File: src/rtl/float_to_int_converter.sv
// -----------------------------------------------------------------------------
// float_to_int_converter
//
// Purpose:
//   Converts the 13-bit float produced by int_to_float_converter back into an
//   8-bit two's-complement integer. Float value = (-1)^s * f * 2^(e-8), with
//   s = float_i[12], e = float_i[11:8] (unsigned), f = float_i[7:0].
//   The significand is shifted right one bit per cycle (truncation toward
//   zero); out-of-range results saturate to 127 / -128 and raise ovf_o.
//
// Handshake (both sides): a transfer happens on a rising clk edge where
//   valid and ready are both high. ready_o is high only in IDLE, valid_o is
//   high only in DONE; both are decoded from state alone, so neither depends
//   combinationally on valid_i or ready_i. int_o/ovf_o change only on the
//   edge that enters DONE and hold their value until the next result.
//
// Ports:
//   clk      in   1  rising-edge clock
//   rst      in   1  asynchronous, active-high reset
//   float_i  in  13  float operand, sampled on the accept edge
//   valid_i  in   1  upstream has an operand
//   ready_o  out  1  block can accept (IDLE only)
//   int_o    out  8  signed result, registered
//   ovf_o    out  1  result was saturated
//   valid_o  out  1  result available (DONE only)
//   ready_i  in   1  downstream consumes the result
// -----------------------------------------------------------------------------
module float_to_int_converter (
   input  logic        clk,
   input  logic        rst,
   input  logic [12:0] float_i,
   input  logic        valid_i,
   output logic        ready_o,
   output logic [7:0]  int_o,
   output logic        ovf_o,
   output logic        valid_o,
   input  logic        ready_i
);

   typedef enum logic [1:0] {
      ST_IDLE  = 2'd0,
      ST_SHIFT = 2'd1,
      ST_DONE  = 2'd2
   } state_t;

   state_t      state_q;
   logic        sign_q;
   logic [3:0]  count_q;
   logic [7:0]  mag_q;
   logic [7:0]  int_q;
   logic        ovf_q;

   // Operand fields
   logic        in_sign;
   logic [3:0]  in_exp;
   logic [7:0]  in_frac;

   assign in_sign = float_i[12];
   assign in_exp  = float_i[11:8];
   assign in_frac = float_i[7:0];

   // Combinational helpers feeding the registers
   logic [7:0]  mag_shift_d;
   logic [8:0]  conv_in_d;     // {ovf, int} for e == 8 straight from the operand
   logic [8:0]  conv_shift_d;  // {ovf, int} for the last shift step

   // Final conversion of an unsigned magnitude with sign to {ovf, int8}.
   // For a negative sign, m == 128 maps exactly to -128 without overflow.
   function automatic logic [8:0] final_conv(input logic s, input logic [7:0] m);
      logic [8:0] r;
      if (!s) begin
         if (m > 8'd127) r = {1'b1, 8'h7F};
         else            r = {1'b0, m};
      end else begin
         if (m > 8'd128) r = {1'b1, 8'h80};
         else            r = {1'b0, 8'd0 - m};
      end
      return r;
   endfunction

   assign mag_shift_d  = mag_q >> 1;
   assign conv_in_d    = final_conv(in_sign, in_frac);
   assign conv_shift_d = final_conv(sign_q, mag_shift_d);

   always_ff @(posedge clk or posedge rst) begin
      if (rst) begin
         state_q <= ST_IDLE;
         sign_q  <= 1'b0;
         count_q <= 4'd0;
         mag_q   <= 8'd0;
         int_q   <= 8'd0;
         ovf_q   <= 1'b0;
      end else begin
         case (state_q)
            ST_IDLE: begin
               if (valid_i) begin
                  sign_q  <= in_sign;
                  mag_q   <= in_frac;
                  // Remaining shifts; only meaningful when e < 8
                  count_q <= (in_exp < 4'd8) ? (4'd8 - in_exp) : 4'd0;
                  if (in_frac == 8'd0) begin
                     // Zero ignores sign and exponent: no negative zero
                     int_q   <= 8'd0;
                     ovf_q   <= 1'b0;
                     state_q <= ST_DONE;
                  end else if (in_exp > 4'd8) begin
                     int_q   <= in_sign ? 8'h80 : 8'h7F;
                     ovf_q   <= 1'b1;
                     state_q <= ST_DONE;
                  end else if (in_exp == 4'd8) begin
                     {ovf_q, int_q} <= conv_in_d;
                     state_q        <= ST_DONE;
                  end else begin
                     state_q <= ST_SHIFT;
                  end
               end
            end
            ST_SHIFT: begin
               mag_q   <= mag_shift_d;
               count_q <= count_q - 4'd1;
               // Last shift: convert the already-shifted magnitude directly
               if (count_q == 4'd1) begin
                  {ovf_q, int_q} <= conv_shift_d;
                  state_q        <= ST_DONE;
               end
            end
            ST_DONE: begin
               if (ready_i) state_q <= ST_IDLE;
            end
            default: state_q <= ST_IDLE;
         endcase
      end
   end

   assign ready_o = (state_q == ST_IDLE);
   assign valid_o = (state_q == ST_DONE);
   assign int_o   = int_q;
   assign ovf_o   = ovf_q;

endmodule

File: config.mk
export PLATFORM = sky130hd
export DESIGN_NAME = float_to_int_converter
export DESIGN_NICKNAME = d
export VERILOG_FILES = /design/src/rtl/float_to_int_converter.sv
export SDC_FILE = /design/constraint.sdc
export NUM_CORES = 1
export LEC_CHECK = 0
export BUFFER_PORTS_ARGS = -buffer_cell sky130_fd_sc_hd__buf_2
export CAP_MARGIN = 20
export CORE_ASPECT_RATIO = 1.1
export CORE_MARGIN = 2
export CORE_UTILIZATION = 55
export DETAILED_ROUTE_END_ITERATION = 6
export GPL_TIMING_DRIVEN = 0
export MAX_ROUTING_LAYER = met4
export PLACE_DENSITY = 0.89
export SETUP_SLACK_MARGIN = 0.5
export SLEW_MARGIN = 20
export SYNTH_ARGS = -nofsm -noshare
export SYNTH_HDL_FRONTEND = slang
export SYNTH_SLANG_ARGS = --single-unit
export TNS_END_PERCENT = 5
File: constraint.sdc
create_clock -name clk -period 2.47 [get_ports clk]
set_input_delay 0.1235 -clock clk [delete_from_list [all_inputs] [get_ports clk]]
set_output_delay 0.1235 -clock clk [all_outputs]
set_load 0.05 [all_outputs]
Word-level counts from Yosys, hierarchy flattened. Index checks and enable logic that the tools add are counted.

Register bits: 24. Input port bits: 17. Output and inout port bits: 11. Logic and storage cells: 62.

$add $sub $neg: 4. $lt $le $gt $ge: 6. Eq/ne operators: 8. Multiplexer cells: 31. Reduce and logical (&&, ||, !) cells: 7.

Operators by type and width (number): $mux 8 (7); $mux 9 (6); $pmux 8 s2 (2); $mux 2 (6); $gt 7x8->1 const B (1); $gt 8x7->1 const B (1); $gt 8x8->1 const B (1); $logic_not 8->1 (1); $mux 4 (2); $pmux 4 s2 (1); $sub 1x7->8 const A (1); $sub 1x8->8 const A (1); $gt 7x7->1 const B (1); $pmux 2 s3 (1); $mux 1 (5); $eq 4x1->1 const B (1); $eq 4x4->1 const B (1); $gt 4x4->1 const B (1); $lt 4x4->1 const B (1); $ne 2x2->1 const B (2); $ne 4x1->1 const B (1); $reduce_and 2->1 (2); $reduce_and 4->1 (1); $sub 4x1->4 const B (1); other kinds (8) (8).

Longest topological paths before layout.
Depth in word-level cells: 8. Mapped depth: 8. Mapped depth without buffers: 7.

Worst setup path before layout. No wires, ideal clock.

Path type: register to register. Start point: register state_q[0]. End point: register sign_q. Library setup time: 0.125 ns. Arrival: 1.804 ns. Required time: 2.345 ns. Path slack: 0.542 ns. Cell stages (with the launch flop): 5. Buffers on the path: 1. Clock period less this slack: 1.928 ns. Cell sequence: dfrtp_1 clkbuf_1 nor2_1 nand2_1 mux2_2.

Word-level cells in the longest chain between the ends: 2.

RTL lines: start, declared (line 46) `state_t state_q;`; start signal, assigned (line 87) `state_q <= ST_IDLE;`; start signal, assigned (line 105) `state_q <= ST_DONE;`; start signal, assigned (line 109) `state_q <= ST_DONE;`; $logic_not 2->1; named net ready_o (line 33) `output logic ready_o,`; $reduce_and 2->1 (no source line); end signal, assigned (line 97) `sign_q <= in_sign;`; end, declared (line 47) `logic sign_q;`.

The timed path passes the listed nets, and every way through them passes these cells. A chain may end at the register's enable or synchronous reset.

Worst setup path in the final report.
Start point: register count_q[1]. End point: register int_q[5], in the netlist int_o[5].

Word-level cells in the longest chain between the ends: 3.

RTL lines: start, declared (line 48) `logic [3:0] count_q;`; start signal, assigned (line 100) `count_q <= (in_exp < 4'd8) ? (4'd8 - in_exp) : 4'd0;`; start signal, assigned (line 120) `count_q <= count_q - 4'd1;`; $eq 4x1->1 (line 122) `if (count_q == 4'd1) begin`; $ne 2x2->1 (no source line); $reduce_and 4->1 (no source line); end signal, assigned (line 107) `int_q <= in_sign ? 8'h80 : 8'h7F;`; end signal, assigned (line 111) `{ovf_q, int_q} <= conv_in_d;`; end signal, assigned (line 123) `{ovf_q, int_q} <= conv_shift_d;`; end, declared (line 50) `logic [7:0] int_q;`.

Every way passes these cells.

==> summary.txt <==
Layout
  – Multi-input gate area: 1090 um2
  – Area delta synth->final: 13.6%
  – Design area: 2010 um2
  – Layout cells sized above 1: 20.3%
  – Final Net Count: 265
  – Antenna cells: 0
  – Fill count: 278
  – Register area: 576 um2
  – Non-filler instance count after layout: 275

Drt
  – Top sig layer: met4
  – M1 WL: 1890 um
  – DR iter-0 viols: 75
  – Met3 Routed Length: 304 um
  – Routed len/inst: 16.5 um
  – Wirelength, routed: 4550 um
  – DR vias/cell: 6.40
  – Post-DRT Antenna Nets: 0
  – Pre-Repair DR Iteration Count: 6
  – # DRC: 0
  – Via count: 1,759
  – Metal2 WL: 2280 um

STA
  – Worst rel slew slack: 43.4%
  – Min Hold Slack: 0.152 ns
  – TNS Setup: 0 ns
  – Slew at the pin closest to its max-slew limit: 0.839 ns
  – Crit share post-route: 77.6%
  – Slew Viols, Final: 0
  – F_max: 522 MHz
  – Setup Skew: 0.00589 ns
  – RSZ-0062 raised after global routing: true
  – Final hold vios: 0
  – Min cycle time layout: 1.92 ns
  – Final setup viols: 0

Synth
  – FF+latch count, synth: 23
  – Syn nets: 233
  – Netlist cell types: 50
  – Synth warn: 0
  – Yosys top cell by area: dfrtp_1
  – Mapped Cells: 210
  – EDFF count, synth: 0
  – Synth Cell Area: 1770 um2
  – Avg Inst Size Synth: 8.44 um2
  – Synth area leaders: dfrtp_1, a21oi_1, ha_1
  – Post-synth top area share: 32.5%
  – Count leader, synth: dfrtp_1
  – Async set-or-reset flop fraction in the synthesized netlist: 100%
  – Most frequent cells after synthesis: dfrtp_1, a21oi_1, inv_1, nand2_1, nor2_1
  – Top_reg_cell synth: dfrtp_1
  – Register area share after synthesis: 32.5%

Worst hold path
  – Hold path cells: 3
  – Hold Crit Class: in -> reg
  – Worst Hold Path EP: count_q[0]$_DFFE_PP0P_
  – Min-delay src: float_i[8]

Critical path
  – Reg-to-reg slack, setup: 0.55 ns
  – Crit Reg-Reg Endpoint: int_o[5]$_DFFE_PP0P_
  – Reg-to-reg startpoint: count_q[1]$_DFFE_PP0P_
  – Startpoint types: flip-flop
  – Worst Path Max Fanout: 8
  – Crit path required time: 2.70 ns
  – Cell count of the worst reg-to-reg path: 8
  – CP Capture Type: flip-flop
  – Critical path arrival: 2.14 ns
  – CP Class: reg -> reg

Floorplanning
  – Core outline area: 3050 um2
  – Die Ht: 63.5 um
  – Die X: 58.1 um
  – I/O pins: 28
  – Initial Util: 58.1%
  – Rows: 21
  – DIE AREA: 3690 um2

Clock network
  – Clock sinks: 23
  – H-tree levels: 1
  – CTS Buf Count: 3
  – Clk buf depth: 2
  – Root Buffer Master: clkbuf_4
  – Clock transition at path regs: 0.14 ns
  – Latest clock arrival within the worst-skew pair: 0.33 ns
  – CTS tree: done

Power
  – Static Leakage: 0.887 nW
  – Pwr dens: 1240 nW/um2
  – Worst vdd ir: 0.784 mV

Placed design
  – Hpwl dp: 3340 um
  – GP Congestion: 0.995
  – Port bufs: 24
  – Cells after DPL: 268
  – Placement Cell Area: 1930 um2

GRT
  – Total congestion overflow: 0
  – Largest net degree at the start of global routing: 24
  – Total GRT Usage: 26.9%
  – Vias in the first global route: 1,572
  – Antenna violations before repair: 0
  – First-pass GRT wire length: 7490 um

Run status
  – Outcome: finished clean

Job
  – Max_cap viols: 0
==> repair_timing <==
action,in CTS,in global routing
hold endpoints to repair,24,0
gates resized for setup,2,3
pin swaps,1,0
buffers inserted,1,0
hold buffers,2,0
setup endpoints to repair,7,8
==> worst max path at each step <==
stage / depth (start not counted) / start / endpoint
2_1_floorplan: 4 / state_q[0]$_DFFE_PP0P_ / sign_q$_DFFE_PP0P_
3_3_place_gp: 8 / float_i[1] / int_o[0]$_DFFE_PP0P_
3_5_place_dp: 8 / count_q[1]$_DFFE_PP0P_ / int_o[1]$_DFFE_PP0P_
4_1_cts: 8 / count_q[1]$_DFFE_PP0P_ / int_o[1]$_DFFE_PP0P_
5_1_grt: 8 / count_q[1]$_DFFE_PP0P_ / int_o[1]$_DFFE_PP0P_
6_report: 8 / count_q[1]$_DFFE_PP0P_ / int_o[5]$_DFFE_PP0P_
==> metal layers <==
metal | global-route usage, % | vias to the layer above
met5 | - | -
met4 | 6.98 | 0
met3 | 2.87 | 10
met2 | 44.5 | 93
met1 | 34.7 | 825
li1 | - | 831
==> worst max-delay path, cell delays in order (launching register included) <==
cell and delay [ns]:
dfrtp_1 0.40, inv_1 0.10, ha_1 0.15, or3b_4 0.40, a21oi_4 0.14, buf_4 0.13
o41ai_2 0.15, a21oi_1 0.24, a21oi_1 0.11
==> power breakdown <==
group / internal [mW] / total (mW) / switching, mW
Sequential: 0.561 / 0.741 / 0.181
Combinational: 0.571 / 1.56 / 0.986
Clock: 0.0622 / 0.195 / 0.133
Total: 1.19 / 2.49 / 1.30
==> through the flow <==
| step | power (mW) | util [%] | setup WS, ns |
|---|---|---|---|
| after global routing | 2.66 | 66.1 | 0.448 |
| final | 2.49 | 66.1 | 0.553 |
| after CTS | 2.46 | 65.6 | 0.572 |
| after floorplan | 1.89 | - | 0.542 |
| after global placement | 2.19 | 63.5 | 0.425 |
| after detailed placement | 2.24 | 63.5 | 0.403 |
==> cell families after synthesis <==
family | synth area share (%)
compound gates | 28.0
xor+xnor | 2.97
fa+ha+maj | 4.24
buf+inv | 6.92
flops | 32.5
mux | 6.57
simple gates | 18.9
==> layout by cell type, fill, tap and decap left out, drive strengths merged, types with 3 or more instances in the layout <==
cell type / n
nor2b: 3
ha: 6
nor3: 5
a21oi: 19
or3: 3
nor4: 6
clkbuf: 12
a31oi: 4
nand2b: 3
inv: 16
o22ai: 4
mux2: 4
nor2: 16
nand2: 16
mux2i: 6
dfrtp: 23
a211oi: 3
o21ai: 14
o31ai: 7
o31a: 5
xnor2: 4
o211ai: 3
buf: 29
==> layout make-up <==
cell class / instances / area share (%)
multi-input cells: 158 / 54.4
flip-flops and latches: 23 / 28.6
repair buffers: 27 / 7.33
plain buffers: 13 / 3.11
inverters: 16 / 2.98
well taps: 34 / 2.11
clock buffers: 3 / 1.12
clock inverters: 1 / 0.373
==> sequential cells by signal, summed over array words and instances (netlist names) <==
name,cells
ovf_o,1
int_o,8
count_q,4
sign_q,1
state_q,2
mag_q,7
Power figures use the tool's default switching activity.
